File: src/rtl/pulse_stretch.sv
// pulse_stretch: turns single-cycle event pulses into fixed-width level windows
// separated by a minimum low gap, queueing events that arrive while a window runs.
module pulse_stretch #(
    parameter int unsigned HIGH_CYC = 4,
    parameter int unsigned LOW_CYC  = 2,
    parameter int unsigned PEND_MAX = 3,
    parameter int unsigned PEND_W   = 2
) (
    input  logic              Clk,
    input  logic              Reset,
    input  logic              PulseSig,
    input  logic              ClrOvf,
    output logic              LvlSig,
    output logic              Busy,
    output logic [PEND_W-1:0] PendCnt,
    output logic              Overflow
);

    localparam int unsigned CNT_MAX = (HIGH_CYC > LOW_CYC) ? (HIGH_CYC - 1) : (LOW_CYC - 1);
    localparam int unsigned CNT_W   = (CNT_MAX < 2) ? 1 : $clog2(CNT_MAX + 1);

    localparam logic [CNT_W-1:0]  CNT_ZERO  = {CNT_W{1'b0}};
    localparam logic [CNT_W-1:0]  CNT_ONE   = CNT_W'(1);
    localparam logic [CNT_W-1:0]  HIGH_LOAD = CNT_W'(HIGH_CYC - 1);
    localparam logic [CNT_W-1:0]  LOW_LOAD  = CNT_W'(LOW_CYC - 1);
    localparam logic [PEND_W-1:0] PEND_ZERO = {PEND_W{1'b0}};
    localparam logic [PEND_W-1:0] PEND_ONE  = PEND_W'(1);
    localparam logic [PEND_W-1:0] PEND_FULL = PEND_W'(PEND_MAX);
    localparam logic [PEND_W:0]   EFF_ZERO  = {(PEND_W + 1){1'b0}};
    localparam logic [PEND_W:0]   EFF_ONE   = (PEND_W + 1)'(1);

    typedef enum logic [1:0] {
        ST_IDLE = 2'd0,
        ST_HIGH = 2'd1,
        ST_LOW  = 2'd2
    } state_t;

    state_t             state_r;
    state_t             state_s;
    logic [CNT_W-1:0]   cnt_r;
    logic [CNT_W-1:0]   cnt_s;
    logic [PEND_W-1:0]  pend_s;
    logic [PEND_W:0]    eff_s;
    logic               inc_s;
    logic               drop_s;
    logic               ovf_s;

    // Next-state, window counter, pending queue and overflow decisions.
    always_comb begin
        state_s = state_r;
        cnt_s   = cnt_r;
        pend_s  = PendCnt;
        eff_s   = EFF_ZERO;
        inc_s   = 1'b0;
        drop_s  = 1'b0;
        ovf_s   = Overflow;

        case (state_r)
            ST_IDLE: begin
                if (PulseSig) begin
                    state_s = ST_HIGH;
                    cnt_s   = HIGH_LOAD;
                end else begin
                    state_s = ST_IDLE;
                    cnt_s   = CNT_ZERO;
                end
            end
            ST_HIGH: begin
                inc_s = PulseSig;
                if (cnt_r == CNT_ZERO) begin
                    state_s = ST_LOW;
                    cnt_s   = LOW_LOAD;
                end else begin
                    state_s = ST_HIGH;
                    cnt_s   = cnt_r - CNT_ONE;
                end
            end
            ST_LOW: begin
                // Last low cycle: a pulse arriving now is consumed directly with the queue.
                if (cnt_r == CNT_ZERO) begin
                    eff_s = {1'b0, PendCnt} + {{PEND_W{1'b0}}, PulseSig};
                    if (eff_s != EFF_ZERO) begin
                        state_s = ST_HIGH;
                        cnt_s   = HIGH_LOAD;
                        pend_s  = PEND_W'(eff_s - EFF_ONE);
                    end else begin
                        state_s = ST_IDLE;
                        cnt_s   = CNT_ZERO;
                    end
                end else begin
                    state_s = ST_LOW;
                    cnt_s   = cnt_r - CNT_ONE;
                    inc_s   = PulseSig;
                end
            end
            default: begin
                state_s = ST_IDLE;
                cnt_s   = CNT_ZERO;
                pend_s  = PEND_ZERO;
            end
        endcase

        if (inc_s && (PendCnt == PEND_FULL)) begin
            drop_s = 1'b1;
        end else if (inc_s) begin
            pend_s = PendCnt + PEND_ONE;
        end else begin
            drop_s = 1'b0;
        end

        // A drop in the same cycle as a clear keeps the flag set.
        if (drop_s) begin
            ovf_s = 1'b1;
        end else if (ClrOvf) begin
            ovf_s = 1'b0;
        end else begin
            ovf_s = Overflow;
        end
    end

    // State, counter and registered outputs.
    always_ff @(posedge Clk) begin
        if (Reset) begin
            state_r  <= ST_IDLE;
            cnt_r    <= CNT_ZERO;
            LvlSig   <= 1'b0;
            Busy     <= 1'b0;
            PendCnt  <= PEND_ZERO;
            Overflow <= 1'b0;
        end else begin
            state_r  <= state_s;
            cnt_r    <= cnt_s;
            LvlSig   <= (state_s == ST_HIGH);
            Busy     <= (state_s != ST_IDLE);
            PendCnt  <= pend_s;
            Overflow <= ovf_s;
        end
    end

endmodule

File: config.mk
export PLATFORM = sky130hd
export DESIGN_NAME = pulse_stretch
export DESIGN_NICKNAME = d
export VERILOG_FILES = /design/src/rtl/pulse_stretch.sv
export SDC_FILE = /design/constraint.sdc
export NUM_CORES = 1
export LEC_CHECK = 0
export CELL_PAD_IN_SITES_DETAIL_PLACEMENT = 0
export CELL_PAD_IN_SITES_GLOBAL_PLACEMENT = 2
export CORE_ASPECT_RATIO = 1.1
export CORE_UTILIZATION = 33
export CTS_BUF_LIST = sky130_fd_sc_hd__clkbuf_8
export CTS_CLUSTER_DIAMETER = 200
export CTS_CLUSTER_SIZE = 40
export DETAILED_ROUTE_END_ITERATION = 8
export GPL_ROUTABILITY_DRIVEN = 1
export GPL_TIMING_DRIVEN = 0
export PLACE_DENSITY_LB_ADDON = 0.1
export REMOVE_ABC_BUFFERS = 1
export SLEW_MARGIN = 10
export SYNTH_ARGS = -nofsm -noshare
export SYNTH_HDL_FRONTEND = slang
export SYNTH_SLANG_ARGS = --single-unit
File: constraint.sdc
create_clock -name Clk -period 2.15 [get_ports Clk]
set_input_delay 0.215 -clock Clk [delete_from_list [all_inputs] [get_ports Clk]]
set_output_delay 0.215 -clock Clk [all_outputs]
set_load 0.01 [all_outputs]
## Word-level counts from Yosys, hierarchy flattened

Index checks and enable logic that the tools add are counted.

- Bits in registers: 9
- Word-level logic and storage cells: 41

- $add $sub $neg: 4
- Equality and inequality tests: 4
- Mux-type cells: 20
- Reductions and logical operators: 7

Operator list:

| cell | number |
|---|---|
| 2-to-1 mux 2 bit | 10 |
| one-hot mux 2 bit (3 select lines) | 2 |
| 2-to-1 mux 1 bit | 6 |
| == test 2 x 1 -> 1 bit (second input constant) | 2 |
| == test 2 bit (second input constant) | 2 |
| logical NOT 2 bit | 2 |
| one-hot mux 2 bit (2 select lines) | 1 |
| nonzero test 2 bit | 2 |
| subtractor 2 x 1 -> 2 bit (second input constant) | 2 |
| adder 2 x 1 -> 3 bit | 1 |
| nonzero test 3 bit | 1 |
| adder 2 x 1 -> 2 bit (second input constant) | 1 |
| one-hot mux 1 bit (2 select lines) | 1 |
| OR reduction 2 bit | 1 |
| logical AND 1 bit | 1 |

## Depth between registers and ports, before layout

Gate-level depths: netlist of the first run.

- Depth after elaboration: 7
- Gate-level depth with buffers: 8

## Worst setup path before layout of the first run

Ideal clock, no wire load.

- Kind: flip-flop to flip-flop
- Start point: register PendCnt[0]
- End point: register PendCnt[1]
- Arrival: 1.656 ns
- Slack: 0.393 ns
- Stages on the path, launching flop included: 9
- Buffers on the path: 0
- Path through: dfxtp_1 > ha_1 > ha_1 > inv_1 > ha_1 > nand2b_1 > nand3_1 > o221a_2 > o41ai_1

- Longest elaborated chain between the ends: 7
- Elaborated cells on any way between the ends: 11
- Those cells by class: 3 x add/sub; 1 x eq/ne; 5 x mux; 2 x reduce/logical

RTL lines:

| element | RTL line | RTL |
|---|---|---|
| start: declaration | 15 | `output logic [PEND_W-1:0] PendCnt,` |
| start signal: assignment | 135 | `PendCnt <= pend_s;` |
| adder 2 x 1 -> 3 bit | 81 | `eff_s = {1'b0, PendCnt} + {{PEND_W{1'b0}}, PulseSig};` |
| subtractor 2 x 1 -> 2 bit or nonzero test 3 bit (tied branches) | 85, 82 |  |
| 2-to-1 mux 2 bit | 82 | `if (eff_s != EFF_ZERO) begin` |
| 2-to-1 mux 2 bit | 80 | `if (cnt_r == CNT_ZERO) begin` |
| one-hot mux 2 bit (2 select lines) | 58 | `case (state_r)` |
| 2-to-1 mux 2 bit | 105 | `end else if (inc_s) begin` |
| 2-to-1 mux 2 bit * | 103 | `if (inc_s && (PendCnt == PEND_FULL)) begin` |

Every way passes the cells marked *; elsewhere a longest branch is shown, timed or not.
A chain may end at the register's enable or synchronous reset.

## Worst setup path after layout of the first run

- Start point: register PendCnt[0]
- End point: register LvlSig

- Longest elaborated chain between the ends: 6

RTL lines:

| element | RTL line | RTL |
|---|---|---|
| adder 2 x 1 -> 3 bit | 81 |  |
| nonzero test 3 bit | 82 |  |
| 2-to-1 mux 1 bit | 82 |  |
| 2-to-1 mux 2 bit | 80 |  |
| one-hot mux 2 bit (3 select lines) | 58 |  |
| == test 2 x 1 -> 1 bit | 133 | `LvlSig <= (state_s == ST_HIGH);` |
| end signal: assignment | 133 |  |
| end: declaration | 13 | `output logic LvlSig,` |

No other way between the ends.

==> impl_results.rst, run 1 <==
.. list-table::
   :header-rows: 1

   * - Metric
     - Value
   * - Length of routed met2 wiring
     - about 470 microns
   * - Length of routed met3 wiring
     - about 49 microns
   * - Fillers
     - 170
   * - Actual transition at the worst max-transition pin
     - 0.375 ns
   * - Starting density of the core
     - 0.367
   * - Antenna Diode Count
     - 0
   * - Number of violations of the max-capacitance limit
     - 0
   * - Final routed wire length divided by cell count
     - between 10 and 15 microns
   * - Routed vias/inst
     - 5.44
   * - CP max FO
     - 6
   * - Count of flip-flops with a built-in enable after synthesis
     - 0
   * - Die width
     - about 42 microns
   * - Leakage
     - ~0.29 nW
   * - Vertical extent of the die
     - between 40 and 50 microns
   * - Count of buffers from port buffering
     - 8
   * - Reg2reg start
     - PendCnt[0]$_SDFF_PP0_
   * - Synthesized instance count
     - 62
   * - Count of routing violations after the opening detailed-route iteration
     - 9
   * - Clock transition time at the flip-flop clock pins of the worst setup and hold paths
     - ~0.050 ns
   * - Number of levels in the clock H-tree
     - 1
   * - CP arrival
     - between 2 and 2.5 ns
   * - Clock skew
     - 0.00699 ns
   * - Maximum operating frequency
     - between 500 and 600 MHz
   * - Path type of the worst min-delay path
     - input port to flop
   * - Reg2Reg Setup Slack
     - about 0.25 ns
   * - CTS tree
     - built
   * - Floorplan die area
     - a little under 2000 sq um
   * - IR Drop Worst-Case VDD
     - roughly 320 uV
   * - Placed Cells incl. Taps
     - 84
   * - Leftover overflow at the end of global routing
     - 0
   * - Number of endpoints failing setup at the final stage
     - 0
   * - Tmin final
     - approximately 1.9 ns
   * - Count of TritonRoute iterations in the first routing pass
     - 2
   * - Path type of the worst setup path
     - flop to flop
   * - CTS sink cnt
     - 9
   * - Worst slack after detailed placement
     - -0.156 ns
   * - Core box area
     - about 1600 sq um
   * - Sort of element at the start of the critical path
     - flop
   * - Number of buffers inserted to repair setup after CTS
     - 0
   * - Proportion of register bits with asynchronous set or reset after synthesis
     - 0
   * - Number of CTS-inserted buffers
     - 3
   * - Wire length of the first global-routing pass
     - 1860 microns
   * - Commonest register cell after synthesis
     - dfxtp_1
   * - Via count of the first global-routing pass
     - 422
   * - Top-level port count
     - 9
   * - Slew headroom
     - 0.750
   * - HPWL after DPL
     - approximately 840 microns
   * - Final hold violation count
     - 0
   * - Number of stages on the worst hold path
     - 3
   * - Worst-case clock buffer depth
     - 2
   * - Hold path endpoint
     - cnt_r[0]$_SDFF_PP0_
   * - Final design instance area without fill
     - 714 sq um
   * - Root Driver
     - clkbuf_8
   * - Maximum cell stage delay along the critical path
     - around 0.35 ns
   * - Number of synthesized register bits
     - 9
   * - Share of final-layout standard cells stronger than drive strength 1
     - 0.127
   * - Cell Chain, Critical Path
     - ha_1, ha_1, inv_1, ha_1, nand2b_1, a32oi_1, a211o_1, a211oi_1
   * - Number of warnings printed during yosys synthesis
     - 0
   * - Via total after detailed routing
     - around 480
   * - Antenna-violating nets left
     - 0
   * - GRT Resource Usage Total
     - 0.131
   * - Portion of the post-synthesis area used by sequential elements
     - 0.304
   * - Worst reg2reg path endpoint
     - LvlSig$_SDFF_PP0_
   * - Slew Limit Fails
     - 0
   * - Number of distinct library cells after synthesis
     - 32
   * - Pin count of the biggest net entering global routing
     - 10
   * - Latest clock arrival within the worst-skew pair
     - 0.23 ns
   * - Placed cell areas
     - roughly 670 sq um
   * - Number of DRC violations after detailed routing
     - 0
   * - Routed wire length
     - between 1000 and 1500 microns
   * - Slack of the critical path
     - ~0.25 ns
   * - Wire length the detailed router placed on met1
     - between 600 and 700 microns
   * - Launch instance of the worst min-delay path
     - PulseSig
   * - Crit share post-route
     - 0.885
   * - Non-filler cells in the finished layout
     - 88
   * - Uppermost signal routing layer after detailed routing
     - met4
   * - Layout-stage area growth over the synthesis result
     - 20.7%
   * - Post-layout total power
     - 494 uW
   * - Post-layout net count
     - between 80 and 90
   * - Netlist area before placement
     - just under 600 sq um
   * - Number of antenna violations at the first check in global routing
     - 0
   * - Utilization after layout
     - 0.443
   * - Setup repair after global routing missed its margin
     - false
   * - Run status
     - finished clean
   * - PD cells
     - between 600 and 700 nW/um^2
   * - Critical Path Most Common Cell
     - ha_1
   * - Number of cells traversed by the worst register-to-register path
     - 8
   * - # rows
     - 15
   * - Slowest cell on crit path
     - dfxtp_1
   * - RePlAce Congestion
     - between 0.7 and 0.8
   * - Worst setup EP type
     - flop
   * - Synth Area per Inst
     - roughly 9.5 sq um
   * - Crit path required time
     - 2.29 ns
## critical path: cells and delay by family, from the launching register on
kind            cells  cell delay [ns]
flops               1             0.35
buf+inv             1             0.04
compound gates      3             0.63
fa+ha+maj           3             0.65
simple gates        1             0.14
## layout by cell type (no fill, tap or decap), types with 2 or more instances in the layout
master / count
a211oi_1: 3
nor2b_1: 2
a211o_1: 2
dfxtp_1: 9
inv_1: 6
o21ai_0: 3
nand2_1: 2
ha_1: 8
nand2b_1: 2
clkbuf_8: 3
clkdlybuf4s50_1: 7
nor2_1: 2
a21oi_1: 2
## how the worst max path moves through the flow
stage / slack, ns / endpoint / depth (start not counted) / startpoint
after floorplan: 0.39 / PendCnt[1]$_SDFF_PP0_ / 8 / PendCnt[0]$_SDFF_PP0_
after global placement: -0.16 / LvlSig$_SDFF_PP0_ / 9 / PulseSig
after detailed placement: -0.16 / LvlSig$_SDFF_PP0_ / 9 / PulseSig
after CTS: 0.07 / LvlSig$_SDFF_PP0_ / 9 / PulseSig
after global routing: 0.15 / PendCnt[1]$_SDFF_PP0_ / 8 / PendCnt[0]$_SDFF_PP0_
final: 0.25 / LvlSig$_SDFF_PP0_ / 8 / PendCnt[0]$_SDFF_PP0_
## per-layer routing
metal | global-route usage | vias to the layer above
met1 | 0.178 | 214
met4 | 0.0938 | 0
met5 | 0 | -
met2 | 0.185 | 14
li1 | - | 249
met3 | 0.0235 | 2
## timing repair
item / CTS / global route
gates resized for setup: 0 / 1
hold buffers: 0 / 0
endpoints found under the setup margin: 0 / 2
## report_power, final
part	internal [mW]	switching [mW]	total, mW
combinational	0.0481	0.0550	0.103
clock	0.124	0.0679	0.192
sequential	0.182	0.0161	0.198
## Yosys cell counts, types with 2 or more instances
master | n | share of area
nand2_1 | 2 | 0.013
nor2b_1 | 2 | 0.021
nor2_1 | 2 | 0.013
nand2b_1 | 2 | 0.021
dfxtp_1 | 9 | 0.30
inv_1 | 5 | 0.032
o21ai_0 | 3 | 0.025
a211o_1 | 2 | 0.030
a211oi_1 | 3 | 0.038
ha_1 | 8 | 0.17
a21oi_1 | 2 | 0.017
buf_6 | 2 | 0.038
## area by class of cell
cell class	count	area, sq um	share of cell area
Clock buffer	3	41.3	0.0578
Clock inverter	1	3.75	0.00525
Inverter	5	18.8	0.0263
Multi-Input combinational cell	45	367	0.513
Sequential cell	9	180	0.252
Tap cell	17	21.3	0.0298
Timing Repair Buffer	8	82.6	0.116
## state kept, by name, summed over array words and instances (netlist names)
register,cells
Overflow,1
cnt_r,2
PendCnt,2
state_r,2
LvlSig,1
Busy,1
## kinds of logic after synthesis
family | share of synthesized area
buf+inv | 0.0761
compound gates | 0.243
fa+ha+maj | 0.169
simple gates | 0.207
flops | 0.304
## through the flow
step | TNS (ns) | hold WS [ns]
2_1_floorplan | 0 | 0.284
3_3_place_gp | -0.452 | 0.462
3_5_place_dp | -0.463 | 0.464
4_1_cts | 0 | 0.472
5_1_grt | 0 | 0.384
6_report | 0 | 0.362
Power figures use the tool's default switching activity.
==> inputs of run 2 (changes only) <==
Settings changed: CORE_ASPECT_RATIO 1.1 to not set.
==> run 2 against run 1 <==
- worst setup slack lost 0.0039 ns
- largest cell class unchanged
- critical path type unchanged
- critical endpoint unchanged
- global-route usage is 1.8 points higher
- combinational power barely moved
- register-to-register slack is essentially flat
- first-iteration DRC count up 11%
- clock power about the same
- critical path depth unchanged
==> impl_results.rst, run 2 (synthesis results as in run 1) <==
.. list-table::
   :header-rows: 1

   * - Metric
     - Value
   * - Run status
     - finished clean
   * - Utilization after layout
     - 0.454 (+0.0111)
   * - Number of cells traversed by the worst register-to-register path
     - 8 (unchanged)
   * - Reg2reg start
     - PendCnt[0]$_SDFF_PP0_
   * - Share of total power in the clock network
     - 0.390 (about the same)
   * - RePlAce Congestion
     - 0.780 (+7.6%)
   * - Routed wire length
     - 1200 microns (+2.3%)
   * - Summed negative setup slack over all endpoints
     - 0 ns (unchanged)
   * - Count of TritonRoute iterations in the first routing pass
     - 4 (+2)
   * - Starting density of the core
     - 0.371 (+0.00460)
   * - Number of DRC violations after detailed routing
     - 0 (unchanged)
   * - Launch instance of the worst min-delay path
     - PulseSig
   * - Clock transition time at the flip-flop clock pins of the worst setup and hold paths
     - 0.05 ns (about the same)
   * - Core box area
     - 1590 sq um (-1.2%)
   * - Sort of element at the start of the critical path
     - flop
   * - Wire length of the first global-routing pass
     - 2010 microns (+8.5%)
   * - Top-level port count
     - 9 (unchanged)
   * - Path type of the worst setup path
     - flop to flop
   * - Die width
     - 44.4 microns (+4.7%)
   * - GRT Resource Usage Total
     - 0.149 (+0.0180)
   * - Count of routing violations after the opening detailed-route iteration
     - 10 (+1)
   * - CTS tree
     - built
   * - Final routed wire length divided by cell count
     - 12.6 microns (-5.2%)
   * - Switching part of the total
     - 0.282 (+0.000782)
   * - Worst setup EP type
     - flop
   * - Sequential fraction of design power
     - 0.402 (about the same)
   * - Setup repair after global routing missed its margin
     - false
   * - PD cells
     - 683 nW/um^2 (-1.1%)
   * - Worst-case clock buffer depth
     - 2 (unchanged)
   * - Highest-count cells in the layout ignoring fill and taps
     - 9 x dfxtp_1, 8 x ha_1, 7 x clkdlybuf4s50_1
   * - Leading cell type in the layout, fill and taps excluded
     - dfxtp_1
   * - Slew Limit Fails
     - 0 (unchanged)
   * - Latest clock arrival within the worst-skew pair
     - 0.23 ns (about the same)
   * - Hold path endpoint
     - cnt_r[0]$_SDFF_PP0_
   * - Portion of total power attributed to combinational logic
     - 0.209 (about the same)
   * - Routed vias/inst
     - 4.96 (-8.9%)
   * - CTS sink cnt
     - 9 (unchanged)
   * - Crit path required time
     - 2.30 ns (about the same)
   * - Number of violations of the max-capacitance limit
     - 0 (unchanged)
   * - Reg2Reg Setup Slack
     - 0.24 ns (about the same)
   * - HPWL after DPL
     - 878 microns (+4.2%)
   * - Number of CTS-inserted buffers
     - 3 (unchanged)
   * - Count of buffers from port buffering
     - 8 (unchanged)
   * - Floorplan die area
     - 1970 sq um (about the same)
   * - Final hold violation count
     - 0 (unchanged)
   * - Fillers
     - 167 (-1.8%)
   * - Antenna Diode Count
     - 0 (unchanged)
   * - Non-filler cells in the finished layout
     - 95 (+8.0%)
   * - Actual transition at the worst max-transition pin
     - 0.372 ns (-0.00248 ns)
   * - CP arrival
     - 2.05 ns (about the same)
   * - Number of antenna violations at the first check in global routing
     - 0 (unchanged)
   * - Number of stages on the worst hold path
     - 3 (unchanged)
   * - Path type of the worst min-delay path
     - input port to flop
   * - Net load switching power
     - 139 uW (+0.35%)
   * - Antenna-violating nets left
     - 0 (unchanged)
   * - Number of endpoints failing setup at the final stage
     - 0 (unchanged)
   * - Leakage
     - 0.290 nW (unchanged)
   * - Post-layout net count
     - 84 (unchanged)
   * - Vertical extent of the die
     - 44.4 microns (-4.4%)
   * - # rows
     - 14 (-1)
   * - Maximum operating frequency
     - 524 MHz (-0.20%)
   * - Crit share post-route
     - 0.887 (+0.00179)
   * - Layout-stage area growth over the synthesis result
     - 22.2%
   * - Share of final-layout standard cells stronger than drive strength 1
     - 0.127 (unchanged)
   * - Largest registers
     - PendCnt: 2 flops, cnt_r: 2 flops, state_r: 2 flops
   * - CP max FO
     - 6 (unchanged)
   * - Placed Cells incl. Taps
     - 91 (+8.3%)
   * - P_int
     - 354 uW (about the same)
   * - Via count of the first global-routing pass
     - 455 (+7.8%)
   * - Slew headroom
     - 0.752 (+0.00165)
   * - Root Driver
     - clkbuf_8
   * - Tmin final
     - 1.91 ns (+0.00385 ns)
   * - Number of levels in the clock H-tree
     - 1 (unchanged)
   * - IR Drop Worst-Case VDD
     - 339 uV (+7.2%)
   * - Worst reg2reg path endpoint
     - LvlSig$_SDFF_PP0_
   * - Clock skew
     - 0.00157 ns (-0.00541 ns)
   * - Via total after detailed routing
     - 471 (-1.7%)
   * - Leftover overflow at the end of global routing
     - 0 (unchanged)
   * - Pin count of the biggest net entering global routing
     - 10 (unchanged)
[run 2: cell counts in the layout (fill, tap and decap cells not counted)]
Identical to the previous run, type by type.
[run 2: layout make-up]
cell class / instances / area, sq um / share of cell area
Multi-Input combinational cell: 45 / 367 / 0.507
Tap cell: 24 / 30.0 / 0.0415
Sequential cell: 9 / 180 / 0.249
Clock buffer: 3 / 41.3 / 0.0571
Inverter: 5 / 18.8 / 0.0260
Clock inverter: 1 / 3.75 / 0.00519
Timing Repair Buffer: 8 / 82.6 / 0.114
[run 2: what timing repair did]
item	CTS	global route
hold buffers	0	0
resized for setup	0	1
endpoints found under the setup margin	0	1
setup buffers	0	0
[run 2: how the worst max path moves through the flow]
stage                           from  slack, ns               endpoint
6_report       PendCnt[0]$_SDFF_PP0_       0.24      LvlSig$_SDFF_PP0_
5_1_grt        PendCnt[0]$_SDFF_PP0_       0.08      LvlSig$_SDFF_PP0_
4_1_cts                     PulseSig       0.09  PendCnt[1]$_SDFF_PP0_
3_5_place_dp                PulseSig      -0.15  PendCnt[1]$_SDFF_PP0_
3_3_place_gp                PulseSig      -0.15      LvlSig$_SDFF_PP0_
2_1_floorplan  PendCnt[0]$_SDFF_PP0_       0.39  PendCnt[1]$_SDFF_PP0_
[run 2: per-stage QoR]
| step | total power, mW | hold slack [ns] | instance area, sq um | setup WS [ns] |
|---|---|---|---|---|
| after floorplan | 0.266 | 0.284 | 566 | 0.388 |
| after global placement | 0.304 | 0.465 | 676 | -0.147 |
| after detailed placement | 0.304 | 0.471 | 676 | -0.148 |
| after CTS | 0.504 | 0.477 | 721 | 0.0932 |
| after global routing | 0.528 | 0.366 | 723 | 0.0752 |
| final | 0.494 | 0.355 | 723 | 0.243 |
[run 2: power by group through the flow]
stage          combinational (mW)  sequential [mW]  clock, mW
6_report                    0.103            0.198      0.193
3_3_place_gp                0.103            0.202          0
3_5_place_dp                0.103            0.201          0
5_1_grt                     0.115            0.201      0.213
2_1_floorplan              0.0644            0.202          0
4_1_cts                     0.103            0.198      0.203
[run 2: critical path, stage by stage, from the launching register on]
cell and delay, ns:
dfxtp_1 0.36, ha_1 0.20, ha_1 0.26, inv_1 0.03
ha_1 0.18, nand2b_1 0.15, a32oi_1 0.15, a211o_1 0.32
a211oi_1 0.17
[run 2: metal layers]
metal,routed length [microns],vias to the layer above,global-route usage
met2,508,11,0.232
met4,26,0,0.0909
met5,0,-,0
li1,-,247,-
met3,52,5,0.0490
met1,611,208,0.175
